--- config.mk ---
export PLATFORM = sky130hd
export DESIGN_NAME = ps2_kbd_port
export DESIGN_NICKNAME = d
export VERILOG_FILES = /design/src/rtl/ps2_pkg.sv /design/src/rtl/ps2_fifo.sv /design/src/rtl/ps2_kbd_port.sv
export SDC_FILE = /design/constraint.sdc
export NUM_CORES = 1
export LEC_CHECK = 0
export BUFFER_PORTS_ARGS = -buffer_cell sky130_fd_sc_hd__buf_2
export CAP_MARGIN = 15
export CORE_AREA = 8 8 103 105
export CTS_CLUSTER_DIAMETER = 120
export DETAILED_ROUTE_END_ITERATION = 12
export DIE_AREA = 0 0 111 113
export PLACE_DENSITY = 0.82
export REMOVE_ABC_BUFFERS = 1
export SLEW_MARGIN = 30
export SYNTH_ARGS = -nofsm -noshare
export SYNTH_HDL_FRONTEND = slang
export SYNTH_SLANG_ARGS = --single-unit
--- constraint.sdc ---
create_clock -name clk -period 4 [get_ports clk]
set_input_delay 0.4 -clock clk [delete_from_list [all_inputs] [get_ports clk]]
set_output_delay 0.4 -clock clk [all_outputs]
set_load 0.01 [all_outputs]
--- src/rtl/ps2_pkg.sv ---
// Shared types and constants for the PS/2 keyboard port: receiver states, bus offsets, status layout.
// Pure declarations, no timing of its own.
package ps2_pkg;

  typedef enum logic [1:0] {
    IDLE   = 2'd0,
    DATA   = 2'd1,
    PARITY = 2'd2,
    STOP   = 2'd3
  } ps2_state_t;

  localparam logic [31:0] OFF_DATA = 32'h0000_0000;
  localparam logic [31:0] OFF_STAT = 32'h0000_0004;

  localparam int STAT_READY = 0;
  localparam int STAT_PERR  = 1;
  localparam int STAT_OVF   = 2;
  localparam int STAT_FULL  = 3;

  // Field order matches the STAT_* bit positions above (MSB first).
  typedef struct packed {
    logic full;
    logic ovf;
    logic perr;
    logic ready;
  } stat_t;

  // True when the 8 data bits plus the parity bit hold an odd number of ones.
  function automatic logic odd_ok(input logic [7:0] d, input logic p);
    return ^{d, p};
  endfunction

endpackage

--- src/rtl/ps2_fifo.sv ---
// Scancode FIFO: push/pop take effect on the clock edge, count/full/empty registered, dout shows head combinationally.
// A push when full is dropped unless a pop happens on the same edge; a pop when empty is ignored.
module ps2_fifo #(
  parameter  int DEPTH = 8,
  localparam int AW    = $clog2(DEPTH)
) (
  input  logic          clk,
  input  logic          reset,
  input  logic          push,
  input  logic          pop,
  input  logic [7:0]    din,
  output logic [7:0]    dout,
  output logic [AW:0]   count,
  output logic          full,
  output logic          empty
);

  localparam logic [AW:0] FULL_CNT = (AW+1)'(DEPTH);

  logic [7:0]    r_mem [DEPTH];
  logic [AW-1:0] r_wr_ptr;
  logic [AW-1:0] r_rd_ptr;
  logic [AW:0]   r_count;
  logic          w_do_pop;
  logic          w_do_push;

  assign full      = (r_count == FULL_CNT);
  assign empty     = (r_count == '0);
  assign count     = r_count;
  assign dout      = r_mem[r_rd_ptr];
  assign w_do_pop  = pop & ~empty;
  assign w_do_push = push & (~full | w_do_pop);

  always_ff @(posedge clk or negedge reset) begin
    if (!reset) begin
      r_wr_ptr <= '0;
      r_rd_ptr <= '0;
      r_count  <= '0;
    end else begin
      if (w_do_push) r_wr_ptr <= r_wr_ptr + AW'(1);
      if (w_do_pop)  r_rd_ptr <= r_rd_ptr + AW'(1);
      case ({w_do_push, w_do_pop})
        2'b10:   r_count <= r_count + (AW+1)'(1);
        2'b01:   r_count <= r_count - (AW+1)'(1);
        default: r_count <= r_count;
      endcase
    end
  end

  always_ff @(posedge clk) begin
    if (w_do_push) r_mem[r_wr_ptr] <= din;
  end

endmodule

--- src/rtl/ps2_kbd_port.sv ---
// PS/2 keyboard receiver with scancode FIFO and a two-register read bus; byte lands in FIFO on the stop-bit edge (3 clk after ps2_clk falls).
// No backpressure toward the keyboard: bytes arriving while the FIFO is full are dropped and flagged as overflow.
module ps2_kbd_port
  import ps2_pkg::*;
#(
  parameter int          DEPTH   = 8,
  parameter int          TIMEOUT = 5000,
  parameter logic [31:0] BASE    = 32'hD000_0000
) (
  input  logic        clk,
  input  logic        reset,
  input  logic        ps2_clk,
  input  logic        ps2_data,
  input  logic [31:0] addr,
  input  logic        rd,
  output logic [31:0] dataOut,
  output logic        ready,
  output logic        irq
);

  localparam int TW = $clog2(TIMEOUT + 1);
  localparam int CW = $clog2(DEPTH) + 1;

  logic          r_clk_meta, r_clk_sync, r_clk_prev;
  logic          r_dat_meta, r_dat_sync;
  ps2_state_t    r_state, w_next;
  logic [2:0]    r_bitcnt;
  logic [7:0]    r_shift;
  logic          r_par;
  logic [TW-1:0] r_tmo;
  logic          r_ovf, r_perr;

  logic          w_fall, w_timeout;
  logic          w_shift, w_par_ld, w_push, w_perr_set;
  logic          w_rd_data, w_rd_stat, w_pop, w_ovf_set;
  logic [7:0]    w_head;
  logic [CW-1:0] w_count;
  logic          w_full, w_empty;
  stat_t         w_stat;

  always_ff @(posedge clk or negedge reset) begin
    if (!reset) begin
      r_clk_meta <= 1'b1;
      r_clk_sync <= 1'b1;
      r_clk_prev <= 1'b1;
      r_dat_meta <= 1'b1;
      r_dat_sync <= 1'b1;
    end else begin
      r_clk_meta <= ps2_clk;
      r_clk_sync <= r_clk_meta;
      r_clk_prev <= r_clk_sync;
      r_dat_meta <= ps2_data;
      r_dat_sync <= r_dat_meta;
    end
  end

  assign w_fall    = r_clk_prev & ~r_clk_sync;
  // A falling edge on the same cycle rescues the frame from timing out.
  assign w_timeout = (r_state != IDLE) && !w_fall && (r_tmo == TW'(TIMEOUT - 1));

  always_ff @(posedge clk or negedge reset) begin
    if (!reset) r_state <= IDLE;
    else        r_state <= w_next;
  end

  always_comb begin
    w_next     = r_state;
    w_shift    = 1'b0;
    w_par_ld   = 1'b0;
    w_push     = 1'b0;
    w_perr_set = 1'b0;
    if (w_timeout) begin
      w_next = IDLE;
    end else if (w_fall) begin
      case (r_state)
        IDLE:   if (!r_dat_sync) w_next = DATA;
        DATA: begin
          w_shift = 1'b1;
          if (r_bitcnt == 3'd7) w_next = PARITY;
        end
        PARITY: begin
          w_par_ld = 1'b1;
          w_next   = STOP;
        end
        STOP: begin
          w_next = IDLE;
          if (r_dat_sync && odd_ok(r_shift, r_par)) w_push = 1'b1;
          else                                      w_perr_set = 1'b1;
        end
        default: w_next = IDLE;
      endcase
    end
  end

  always_ff @(posedge clk or negedge reset) begin
    if (!reset) begin
      r_bitcnt <= '0;
      r_shift  <= '0;
      r_par    <= 1'b0;
      r_tmo    <= '0;
    end else begin
      if (w_fall || r_state == IDLE || w_timeout) r_tmo <= '0;
      else                                        r_tmo <= r_tmo + TW'(1);

      if (w_timeout || (w_fall && r_state == IDLE)) r_bitcnt <= '0;
      else if (w_shift)                             r_bitcnt <= r_bitcnt + 3'd1;

      if (w_timeout)    r_shift <= '0;
      else if (w_shift) r_shift <= {r_dat_sync, r_shift[7:1]};

      if (w_par_ld) r_par <= r_dat_sync;
    end
  end

  assign w_rd_data = rd && (addr == BASE + OFF_DATA);
  assign w_rd_stat = rd && (addr == BASE + OFF_STAT);
  assign w_pop     = w_rd_data & ~w_empty;
  assign w_ovf_set = w_push & w_full & ~w_pop;

  ps2_fifo #(.DEPTH(DEPTH)) u_fifo (
    .clk   (clk),
    .reset (reset),
    .push  (w_push),
    .pop   (w_pop),
    .din   (r_shift),
    .dout  (w_head),
    .count (w_count),
    .full  (w_full),
    .empty (w_empty)
  );

  // Setting a flag outranks the clear-on-read of the status register.
  always_ff @(posedge clk or negedge reset) begin
    if (!reset) begin
      r_ovf  <= 1'b0;
      r_perr <= 1'b0;
    end else begin
      r_ovf  <= w_ovf_set  | (r_ovf  & ~w_rd_stat);
      r_perr <= w_perr_set | (r_perr & ~w_rd_stat);
    end
  end

  assign ready  = (w_count != '0);
  assign irq    = ready | r_ovf | r_perr;
  assign w_stat = {w_full, r_ovf, r_perr, ready};

  always_comb begin
    dataOut = 32'h0;
    if (addr == BASE + OFF_DATA) begin
      if (!w_empty) dataOut = {23'b0, 1'b1, w_head};
    end else if (addr == BASE + OFF_STAT) begin
      dataOut = {28'b0, w_stat};
    end
  end

endmodule

==> impl_metrics.ini <==
[final_layout]
layout.nets = 461
utilization_pct = 61.1
finalNonFillerCells = 526
nFillCells = 660
stdcell_area_sq_um = 5480
diodes = 0
synthToLayoutAreaGrowth_pct = 10.2
drive_gt1_share_pct = 25.3
register_area_sq_um = 3030
multiInputGateArea_sq_um = 1760

[global_route]
grt_pass1_wl_mm = 14.8
grt_usage_pct = 14.7
grt_pass1_vias = 2944
overflow = 0
antenna_found_initial = 0
grt_max_degree = 45

[sta]
tns_ns = 0
worst_pin_slew_ns = 0.809
fmax_ghz = 0.317
fin_crit_ns = 3.15
setup-violations-final = 0
holdWs_ns = 0.0177
finalCritPeriodShare_pct = 78.8
clock_skew_ns = 0.0138
slew_headroom_pct = 46.1
setup_slack_ns = 0.846
slew_violations = 0
finalHoldViolations = 0
rsz0062_at_grt = false

[run]
maxCapViolCount = 0

[detailed_routing]
viasPerCell = 5.43
ant_nets = 0
drc = 0
drtIter0Drc = 235
first_pass_iters = 4
wl_per_cell_um = 17.2
finalWirelength_mm = 9.04
routed-via-count = 2854

[logic_synthesis]
synth_area_leaders = edfxtp_1 (39%), dfrtp_1 (20%), mux4_2 (7.2%), buf_4 (3.5%), ha_1 (3.3%)
synthTopCellsByCount = edfxtp_1 (64), dfrtp_1 (39), nand2_1 (36)
synthArstFlopShare_pct = 40.7
syn-cell-area_sq_um = 4980
syn_inst = 354
synth_cell_types = 49
ys_warn_count = 0
seq_area_frac_synth_pct = 60.9
synth-seq-cells = 108
synth-xor-area-share_pct = 5.15
synth_fa_ha_area_share_pct = 3.67
synthSimpleGateAreaFrac_pct = 11.3
yosysTopAreaCell = edfxtp_1
synth_compound_area_share_pct = 3.37
synth-main-ff-cell = edfxtp_1
synth_top_family_by_area = simple AND/OR/NAND/NOR gates
yosysMostFrequentCell = edfxtp_1
synth_top_area_share_pct = 38.6
synth_area_per_cell_sq_um = 14.1
synth_edf_count = 64
synth_mux_area_share_pct = 10.2

[clock_network]
cts_hold_buffers = 0
clock-sinks = 108
root_buffer = clkbuf_8
clk_pin_slew_ns = 0.11
cts-htree-levels = 3
cts_tree = yes
cts_resized = 0
cts.path.max_buffers = 2
post-cts-setup-buffers = 0
clkLatencyLatePin_ns = 0.37
numCtsBuffers = 9

[floorplanning]
io_pins = 71
die_y_um = 113
die_x_um = 111
row_count = 35
core_sq_um = 8980
dieArea_sq_um = 12500
start_util_pct = 55.4

[hold_path]
hold_class = in2async

[power_and_ir_drop]
total_power_mw = 2.58
power_density_nw_per_um2 = 470
peakVddDrop_mv = 0.271
p_leak_nw = 2.20

[critical_path]
slowest_stage = dfrtp_1
cp.required_ns = 4.26
worstSetupStartpointType = flop
cp_common_cell = ha_1
cp-end-kind = flop
path_class = reg2reg
cpPeakStageDelay_ns = 0.55
cp.arrival_ns = 3.42
crit_path_cell_trace = xnor3_1, or2_1, mux2i_4, o21ai_2, ha_1, ha_1, a21o_1, a21oi_1, xnor2_1, nor2_1, xor2_1
crit_path_max_fanout = 11

[place]
gp_congestion = 0.804
placedCellCount = 510
portBuffers = 47
post-dp-hpwl_mm = 6.70
placed_area_sq_um = 5290
preCtsSetupSlack_ns = 0.801

[status]
outcome = finished, final reports clean
==> report_power, final <==
group,switching (mW),total (mW),leakage [nW],internal [mW]
Clock,0.397,0.646,0.0990,0.249
Combinational,0.237,0.455,0.933,0.219
Sequential,0.150,1.48,1.17,1.33
Total,0.783,2.58,2.20,1.79
==> flip-flops by register name, indices dropped and copies added (netlist names) <==
register,count
r_tmo,13
r_ovf,1
r_perr,1
u_fifo.r_wr_ptr,3
r_clk_prev,1
u_fifo.r_mem,64
r_clk_meta,1
r_dat_sync,1
u_fifo.r_rd_ptr,3
r_dat_meta,1
r_par,1
u_fifo.count,4
r_state,2
r_clk_sync,1
r_shift,8
r_bitcnt,3
==> logic make-up after synthesis <==
kind of cell / after synthesis
compound gates: 26
xor+xnor: 26
fa+ha+maj: 14
buf+inv: 46
flops: 108
mux: 29
other cells: 1
simple gates: 104
==> worst max-delay path, delay by kind of cell, from the launching register on <==
family	cells	cell delay, ns
xor+xnor	3	0.81
simple gates	2	0.36
mux	1	0.20
fa+ha+maj	2	0.58
compound gates	3	0.56
flops	1	0.55
==> routing by layer <==
layer  part of all wire, %  vias to the layer above  global-route usage, %
met5                     0                        -                      0
met3                   6.4                       10                   4.81
met2                    52                       76                   25.8
li1                      -                     1362                      -
met4                   1.3                        0                   5.14
met1                    40                     1406                   16.4
==> final timing paths <==
check                            from            endpoint  slack (ns)  cells after the start
max                        r_shift[7]     u_fifo.count[3]        0.85                     11
min                             reset         r_bitcnt[1]        0.02                      1
max reg2reg                r_shift[7]     u_fifo.count[3]        0.85                     11
min reg2reg                r_clk_meta          r_clk_sync        0.36                      0
max in group asynchronous       reset  u_fifo.r_rd_ptr[0]        3.58                      1
min in group clk             ps2_data          r_dat_meta        0.13                      1
==> cell type report <==
type / instances / area share [%]
Clock inverter: 7 / 1.37
Sequential cell: 108 / 55.3
Timing Repair Buffer: 56 / 5.57
Tap cell: 111 / 2.53
Multi-Input combinational cell: 222 / 32.1
Inverter: 13 / 0.890
Clock buffer: 9 / 2.26
==> cells in the final DEF, fill, tap and decap left out, types with 3 or more instances in the layout <==
master and n:
ha_1 13, nor4_1 11, nand2_1 36, edfxtp_1 64
nor4b_1 3, inv_8 3, dfstp_2 5, dfrtp_1 38
mux2i_1 9, buf_2 46, a21oi_1 3, and3_1 9
o21ai_0 10, clkbuf_8 9, nor3_1 3, nand3_1 4
mux4_2 16, mux2_2 3, xor2_1 10, o22ai_1 4
nor2_1 23, conb_1 23, inv_1 13, buf_4 10
xnor2_1 14
Note: power is estimated with default switching activity, not from simulation.
